$ cat config.mk
export PLATFORM = sky130hd
export DESIGN_NAME = mem_arbiter_flat
export DESIGN_NICKNAME = d
export VERILOG_FILES = /design/src/rtl/mem_arbiter_if.sv /design/src/rtl/mem_arbiter.sv /design/src/flat_wrapper.sv
export SDC_FILE = /design/constraint.sdc
export NUM_CORES = 1
export LEC_CHECK = 0
export CAP_MARGIN = 15
export CORE_AREA = 3 3 102 104
export DETAILED_ROUTE_END_ITERATION = 8
export DIE_AREA = 0 0 105 107
export PLACE_DENSITY = 0.62
export SYNTH_ARGS = -nofsm -noshare
export SYNTH_HDL_FRONTEND = slang
export SYNTH_SLANG_ARGS = --single-unit
$ cat constraint.sdc
create_clock -name CLK -period 1.9 [get_ports CLK]
set_input_delay 0.57 -clock CLK [delete_from_list [all_inputs] [get_ports CLK]]
set_output_delay 0.57 -clock CLK [all_outputs]
set_load 0.005 [all_outputs]
$ cat src/rtl/mem_arbiter_if.sv
// Cache/RAM signal bundle for mem_arbiter.
// The slave modport is the arbiter's view; the master modport is the surrounding system's view.
interface mem_arbiter_if;
    logic        iREN;
    logic [31:0] iaddr;
    logic        iwait;
    logic [31:0] iload;
    logic        dREN;
    logic        dWEN;
    logic [31:0] daddr;
    logic [31:0] dstore;
    logic        dwait;
    logic [31:0] dload;
    logic        ramREN;
    logic        ramWEN;
    logic [31:0] ramaddr;
    logic [31:0] ramstore;
    logic [31:0] ramload;
    logic [1:0]  ramstate;
    logic        ramerr;

    modport slave (
        input  iREN, iaddr, dREN, dWEN, daddr, dstore, ramload, ramstate,
        output iwait, iload, dwait, dload, ramREN, ramWEN, ramaddr, ramstore, ramerr
    );

    modport master (
        output iREN, iaddr, dREN, dWEN, daddr, dstore, ramload, ramstate,
        input  iwait, iload, dwait, dload, ramREN, ramWEN, ramaddr, ramstore, ramerr
    );
endinterface

$ cat src/rtl/mem_arbiter.sv
// Single-port RAM arbiter between icache and dcache.
// The dcache has priority, but an icache read is forced through after STARVE_LIMIT dcache completions.
module mem_arbiter #(
    parameter int unsigned STARVE_LIMIT = 4
) (
    input logic          CLK,
    input logic          RST,
    mem_arbiter_if.slave bus
);

    typedef enum logic [1:0] {IDLE, IGRANT, DGRANT} state_t;
    typedef enum logic [1:0] {RAM_FREE, RAM_BUSY, RAM_ACCESS, RAM_ERROR} ram_state_t;

    localparam logic [2:0] LIMIT = 3'(STARVE_LIMIT);

    state_t     state;
    ram_state_t ram_st;
    logic [2:0] starve_cnt;
    logic       ramerr_q;
    logic       d_req;
    logic       access;
    logic       error;
    logic       d_first;

    always_comb begin
        ram_st  = ram_state_t'(bus.ramstate);
        d_req   = bus.dREN | bus.dWEN;
        access  = (ram_st == RAM_ACCESS);
        error   = (ram_st == RAM_ERROR);
        // A saturated counter only blocks the dcache while the icache is actually waiting.
        d_first = d_req && ((starve_cnt < LIMIT) || !bus.iREN);
    end

    always_ff @(posedge CLK or posedge RST) begin
        if (RST) begin
            state      <= IDLE;
            starve_cnt <= '0;
            ramerr_q   <= 1'b0;
        end else begin
            unique case (state)
                IDLE: begin
                    if (d_first)
                        state <= DGRANT;
                    else if (bus.iREN)
                        state <= IGRANT;
                end
                IGRANT: begin
                    if (access || error || !bus.iREN)
                        state <= IDLE;
                end
                DGRANT: begin
                    if (access || error || !d_req)
                        state <= IDLE;
                end
                default: state <= IDLE;
            endcase

            if ((state != IDLE) && error)
                ramerr_q <= 1'b1;

            if (!bus.iREN)
                starve_cnt <= '0;
            else if ((state == IGRANT) && access)
                starve_cnt <= '0;
            else if ((state == DGRANT) && access && (starve_cnt < LIMIT))
                starve_cnt <= starve_cnt + 3'd1;
        end
    end

    always_comb begin
        bus.ramREN   = 1'b0;
        bus.ramWEN   = 1'b0;
        bus.ramaddr  = '0;
        bus.ramstore = '0;
        bus.iwait    = 1'b1;
        bus.dwait    = 1'b1;
        unique case (state)
            IGRANT: begin
                bus.ramREN  = bus.iREN;
                bus.ramaddr = bus.iaddr;
                bus.iwait   = !access;
            end
            DGRANT: begin
                bus.ramaddr  = bus.daddr;
                bus.ramstore = bus.dstore;
                bus.ramWEN   = bus.dWEN;
                bus.ramREN   = bus.dREN & ~bus.dWEN;
                bus.dwait    = !access;
            end
            default: ;
        endcase
    end

    always_comb begin
        bus.iload  = bus.ramload;
        bus.dload  = bus.ramload;
        bus.ramerr = ramerr_q;
    end

endmodule

$ cat src/flat_wrapper.sv
// flat-port wrapper written by rule: the top's interface ports become plain ports
module mem_arbiter_flat 
#(
    parameter int unsigned STARVE_LIMIT = 4
)
  (CLK, RST, bus_iREN, bus_iaddr, bus_dREN, bus_dWEN, bus_daddr, bus_dstore, bus_ramload, bus_ramstate, bus_iwait, bus_iload, bus_dwait, bus_dload, bus_ramREN, bus_ramWEN, bus_ramaddr, bus_ramstore, bus_ramerr);
  mem_arbiter_if bus_i ();
  input logic CLK;
  input logic RST;
  input wire logic [$bits(bus_i.iREN)-1:0] bus_iREN;
  input wire logic [$bits(bus_i.iaddr)-1:0] bus_iaddr;
  input wire logic [$bits(bus_i.dREN)-1:0] bus_dREN;
  input wire logic [$bits(bus_i.dWEN)-1:0] bus_dWEN;
  input wire logic [$bits(bus_i.daddr)-1:0] bus_daddr;
  input wire logic [$bits(bus_i.dstore)-1:0] bus_dstore;
  input wire logic [$bits(bus_i.ramload)-1:0] bus_ramload;
  input wire logic [$bits(bus_i.ramstate)-1:0] bus_ramstate;
  output wire logic [$bits(bus_i.iwait)-1:0] bus_iwait;
  output wire logic [$bits(bus_i.iload)-1:0] bus_iload;
  output wire logic [$bits(bus_i.dwait)-1:0] bus_dwait;
  output wire logic [$bits(bus_i.dload)-1:0] bus_dload;
  output wire logic [$bits(bus_i.ramREN)-1:0] bus_ramREN;
  output wire logic [$bits(bus_i.ramWEN)-1:0] bus_ramWEN;
  output wire logic [$bits(bus_i.ramaddr)-1:0] bus_ramaddr;
  output wire logic [$bits(bus_i.ramstore)-1:0] bus_ramstore;
  output wire logic [$bits(bus_i.ramerr)-1:0] bus_ramerr;
  assign bus_i.iREN = bus_iREN;
  assign bus_i.iaddr = bus_iaddr;
  assign bus_i.dREN = bus_dREN;
  assign bus_i.dWEN = bus_dWEN;
  assign bus_i.daddr = bus_daddr;
  assign bus_i.dstore = bus_dstore;
  assign bus_i.ramload = bus_ramload;
  assign bus_i.ramstate = bus_ramstate;
  assign bus_iwait = bus_i.iwait;
  assign bus_iload = bus_i.iload;
  assign bus_dwait = bus_i.dwait;
  assign bus_dload = bus_i.dload;
  assign bus_ramREN = bus_i.ramREN;
  assign bus_ramWEN = bus_i.ramWEN;
  assign bus_ramaddr = bus_i.ramaddr;
  assign bus_ramstore = bus_i.ramstore;
  assign bus_ramerr = bus_i.ramerr;
  mem_arbiter #(.STARVE_LIMIT(STARVE_LIMIT)) u_core (.CLK(CLK), .RST(RST), .bus(bus_i));
endmodule
# After elaboration in Yosys (flattened, before gate mapping)
# Index checks and enable logic that the tools add are counted.
# classes
n_addsub,1
magnitude_cmp,1
eq_ne,8
mux,14
n_bitwise,3
n_reduce_logical,15
# ops
operator,count
$pmux W32 S2,1
$mux W32,1
$mux W3,3
$mux W2,4
$eq A2 B2 Y1 const B,3
$pmux W2 S3,1
$logic_and A1 B1 Y1,5
$logic_or A1 B1 Y1,4
$ne A2 B1 Y1 const B,2
$add A3 B1 Y3 const B,1
$logic_not A1 Y1,3
$lt A3 B3 Y1 const B,1
$mux W1,3
$ne A3 B1 Y1 const B,1
$ne A3 B2 Y1 const B,1
$reduce_and A3 Y1,1
$eq A2 B1 Y1 const B,1
$logic_not A2 Y1,1
$pmux W1 S2,1
$reduce_bool A2 Y1,1
$and A1 B1 Y1,1
$not A1 Y1,1
$or A1 B1 Y1,1
# totals
reg_bits,6
inputBits,135
elab_cells,45

# Longest topological paths before layout
# depth
ltp_word,6
depth_mapped,7

# Worst setup path before layout
# OpenSTA, ideal clock, no wires.
# synth_path
kind,register to output
start,register u_core.state[0]
end,output port bus_ramREN
arrival_time_ns,1.164
required_time_ns,1.330
setup_slack_ns,0.166
stages_incl_launch_ff,8
cell_sequence,dfrtp_1 -> inv_1 -> ha_1 -> buf_4 -> buf_4 -> nand2_1 -> o21ai_0 -> and2_1
# synth_via
elab_chain_cells,2
# synth_rtl
element,line,text
"start, declared",mem_arbiter.sv:16,state_t state;
"start signal, assigned",mem_arbiter.sv:36,state <= IDLE;
"start signal, assigned",mem_arbiter.sv:43,state <= DGRANT;
"start signal, assigned",mem_arbiter.sv:45,state <= IGRANT;
$eq A2 B2 Y1 / $eq A2 B1 Y1 (equally long branches),mem_arbiter.sv:77,unique case (state)
$pmux W1 S2 (*),mem_arbiter.sv:77,
"end, declared",flat_wrapper.sv:22,output wire logic [$bits(bus_i.ramREN)-1:0] bus_ramREN;
# Every way passes the cells marked *; elsewhere a longest branch is shown, timed or not.

# Worst setup path in the final report
# layout_path
start,register u_core.state[0]
end,output port bus_ramaddr[12]
# layout_via
elab_chain_cells,2
# layout_rtl
element,line,text
$eq A2 B2 Y1 / $eq A2 B1 Y1 (equally long branches),mem_arbiter.sv:77,
$pmux W32 S2 (*),mem_arbiter.sv:77,
"end, declared",flat_wrapper.sv:24,output wire logic [$bits(bus_i.ramaddr)-1:0] bus_ramaddr;
# Marked as above.

==> out/qor.csv <==
metric;value;unit
Syn Inst Count;220;
first-pass GRT wire length;11300;um
Buf+Inv Stages, Crit Path;4;
initial antenna violation count;0;
cell row count;36;
failing checks;setup timing;
# setup viols final;68;
Synth Warn #;0;
Cell Area, Placed;3100;um2
hold buffers post-CTS;0;
iteration-0 DRC count of the detailed router;46;
RD Place Congestion;0.743;
Layout area overhead;125;%
Worst setup SP type;flop;
max_slew headroom;0.839;
worst hold-check path type;reg2reg;
DIE AREA;11200;um2
Setup WS pre-CTS;-0.574;ns
crit-path cells;inv_2 > buf_4 > ha_4 > buf_12 > nor2b_1 > dlygate4sd2_1;
min-delay src;u_core.bus.ramerr;
# diodes;0;
CP top delay family;buffers and inverters;
Synth Area in Simple Gates;0.291;
antenna-violating nets left;0;
sequential share of the synthesized area;0.0918;
Die Width;105;um
drt pass-1 iters;4;
share of cells above drive strength 1;0.438;
Lkg Pwr;1.56;nW
Syn Std Cell Area;1640;um2
largest net degree at the start of global routing;34;
XOR/XNOR Fraction of Synth Area;0.00536;
Die Y;107;um
slowest CP cell;dfrtp_1;
Critical Path RT;1.33;ns
Least-Margin Pin Slew;0.241;ns
syn_area_per_cell;7.43;um2
final worst setup slack;-0.320;ns
Pwr per Cell Area;1010;nW/um2
via count;1989;
max-cap violations;0;
sequential cell area;150;um2
CTS Buf Count;3;
global route overflow;0;
maximum operating frequency;451;MHz
Final Instance Area;3680;um2
largest area contributor in the netlist;buf_4;
Seq cells post-synth;6;
Final min period;2.22;ns
Multi-input gate area;1110;um2
RSZ-0062 raised after global routing;yes;
RR Startpoint;u_core.state[1];
TritonCTS clock tree;built;
post-synthesis compound-gate area fraction;0.209;
DR WL/cell;16.4;um
status;finished, violations left;
peak supply drop;0.611;mV
vias in the first global route;2046;
multiplexer area fraction after synthesis;0.00612;
skew final;0.00181;ns
Fillers;1018;
Vias/cell;4.08;
final WL;7990;um
Total Power;3.70;mW
CP arrival;1.65;ns
PortBufs;171;
final hold viol count;0;
final core utilization;0.382;
Reg clk slew, reported paths;0.04;ns
I/O Pins;268;
post-detailed-route DRC marker count;0;
Clk Tree Root Cell;clkbuf_8;
Post-Synthesis Net Count;359;
clk sinks;6;
CP startpoint;u_core.state[0];
clock tree buffer depth;2;
Worst-Skew Late Latency;0.22;ns
Starting Density;0.170;
Synth cell types;26;
worst-path fanout max;33;
setup TNS;-14.12;ns
total core area;9640;um2
nets@finish;495;
synth top area cells;buf_4, a22oi_1, and2_1;
final period utilization;1.17;
Slew Viols, Final;0;
Worst path max stage delay;0.36;ns
GRT Overall Usage;0.122;
Final HPWL DP;5610;um
top cell type's share of synthesized area;0.312;
crit path capture type;output port;
critical path class;reg2out;
CTS H-tree depth;1;
largest family of logic cells by synthesized area;buffers and inverters;
Adder-Cell Fraction of Synth Area;0.0306;
==> routing by layer <==
metal,routed length (um),vias to the layer above,track usage
li1,-,946,-
met1,2740,906,0.135
met2,4480,131,0.231
met3,704,6,0.0391
met4,68,0,0.0178
met5,0,-,0
==> flip-flops by register name (all words and copies together), names as in the netlist <==
name / count
u_core.state: 2
u_core.bus.ramerr: 1
u_core.starve_cnt: 3
==> synthesized netlist by cell type <==
library cell / count
o211ai_1: 2
a2bb2oi_1: 1
a22oi_1: 32
o221a_2: 2
a21oi_1: 2
xnor2_1: 1
nand3b_1: 2
inv_1: 6
a41oi_1: 1
buf_2: 5
nand2_1: 3
and4bb_4: 1
mux2i_1: 1
and2_1: 34
ha_1: 4
nor2_1: 4
clkbuf_1: 5
o22ai_2: 1
nor2b_1: 32
dfrtp_1: 6
a31o_2: 1
nand3_1: 1
o21ai_0: 1
buf_4: 68
buf_6: 2
o21ai_1: 2
==> placed cells by master (no fill, tap or decap), types with 2 or more instances in the layout <==
cell type        synthesis  final
clkdlybuf4s50_1          0    102
buf_6                    2     41
nor2b_1                 32     28
and2_4                   0     28
a22oi_2                  0     18
dlygate4sd2_1            0     16
a22oi_1                 32     14
buf_4                   68     13
buf_2                    5     12
clkbuf_2                 0      7
and2_1                  34      6
buf_12                   0      6
dfrtp_1                  6      6
clkdlybuf4s15_1          0      5
nor2_1                   4      4
inv_1                    6      4
buf_16                   0      4
nor2b_2                  0      3
ha_4                     0      3
clkbuf_8                 0      3
nand3b_1                 2      2
nand2_1                  3      2
inv_2                    0      2
o21ai_2                  0      2
o221a_2                  2      2
a21oi_1                  2      2
o211ai_1                 2      2
clkbuf_16                0      2
buf_8                    0      2
==> power breakdown <==
group / switching, mW / internal, mW
clock: 0.0587 / 0.136
combinational: 1.23 / 2.12
sequential: 0.0154 / 0.148
total: 1.30 / 2.40
==> path summary, 6_finish.rpt <==
check	to	slack, ns	cells past startpoint
worst min-delay path	u_core.bus.ramerr	0.46	1
min in group asynchronous	u_core.bus.ramerr	0.57	2
worst max register to register	u_core.state[0]	0.05	10
worst min register to register	u_core.bus.ramerr	0.46	1
worst max-delay path	bus_ramaddr[12]	-0.32	6
max in group asynchronous	u_core.starve_cnt[0]	1.13	2
==> through the flow <==
stage                     cells  hold slack, ns
after floorplan             220           0.361
final                       487           0.464
after detailed placement    459           0.458
after global routing        487           0.481
after global placement      459           0.475
after CTS                   476           0.467
==> cell type report <==
| type | count | area share |
|---|---|---|
| clock buffer | 3 | 0.0112 |
| timing repair buffer | 211 | 0.594 |
| tap | 133 | 0.0452 |
| multi-input combinational | 128 | 0.303 |
| sequential | 6 | 0.0408 |
| inverter | 6 | 0.00612 |
==> cell families after synthesis <==
kind of cell	after synthesis
buffers and inverters	86
AND/OR/NAND/NOR	77
AO/OA/AOI/OAI	45
flip-flops	6
adder cells (fa/ha/maj)	4
XOR/XNOR	1
multiplexers	1
==> timing repair <==
item                       4_1_cts  5_1_grt
resized for setup              198      121
pin swaps                        1        4
buffers inserted                10        9
gates cloned                     4        2
setup endpoints to repair       68       68
Note: power is estimated with default switching activity, not from simulation.
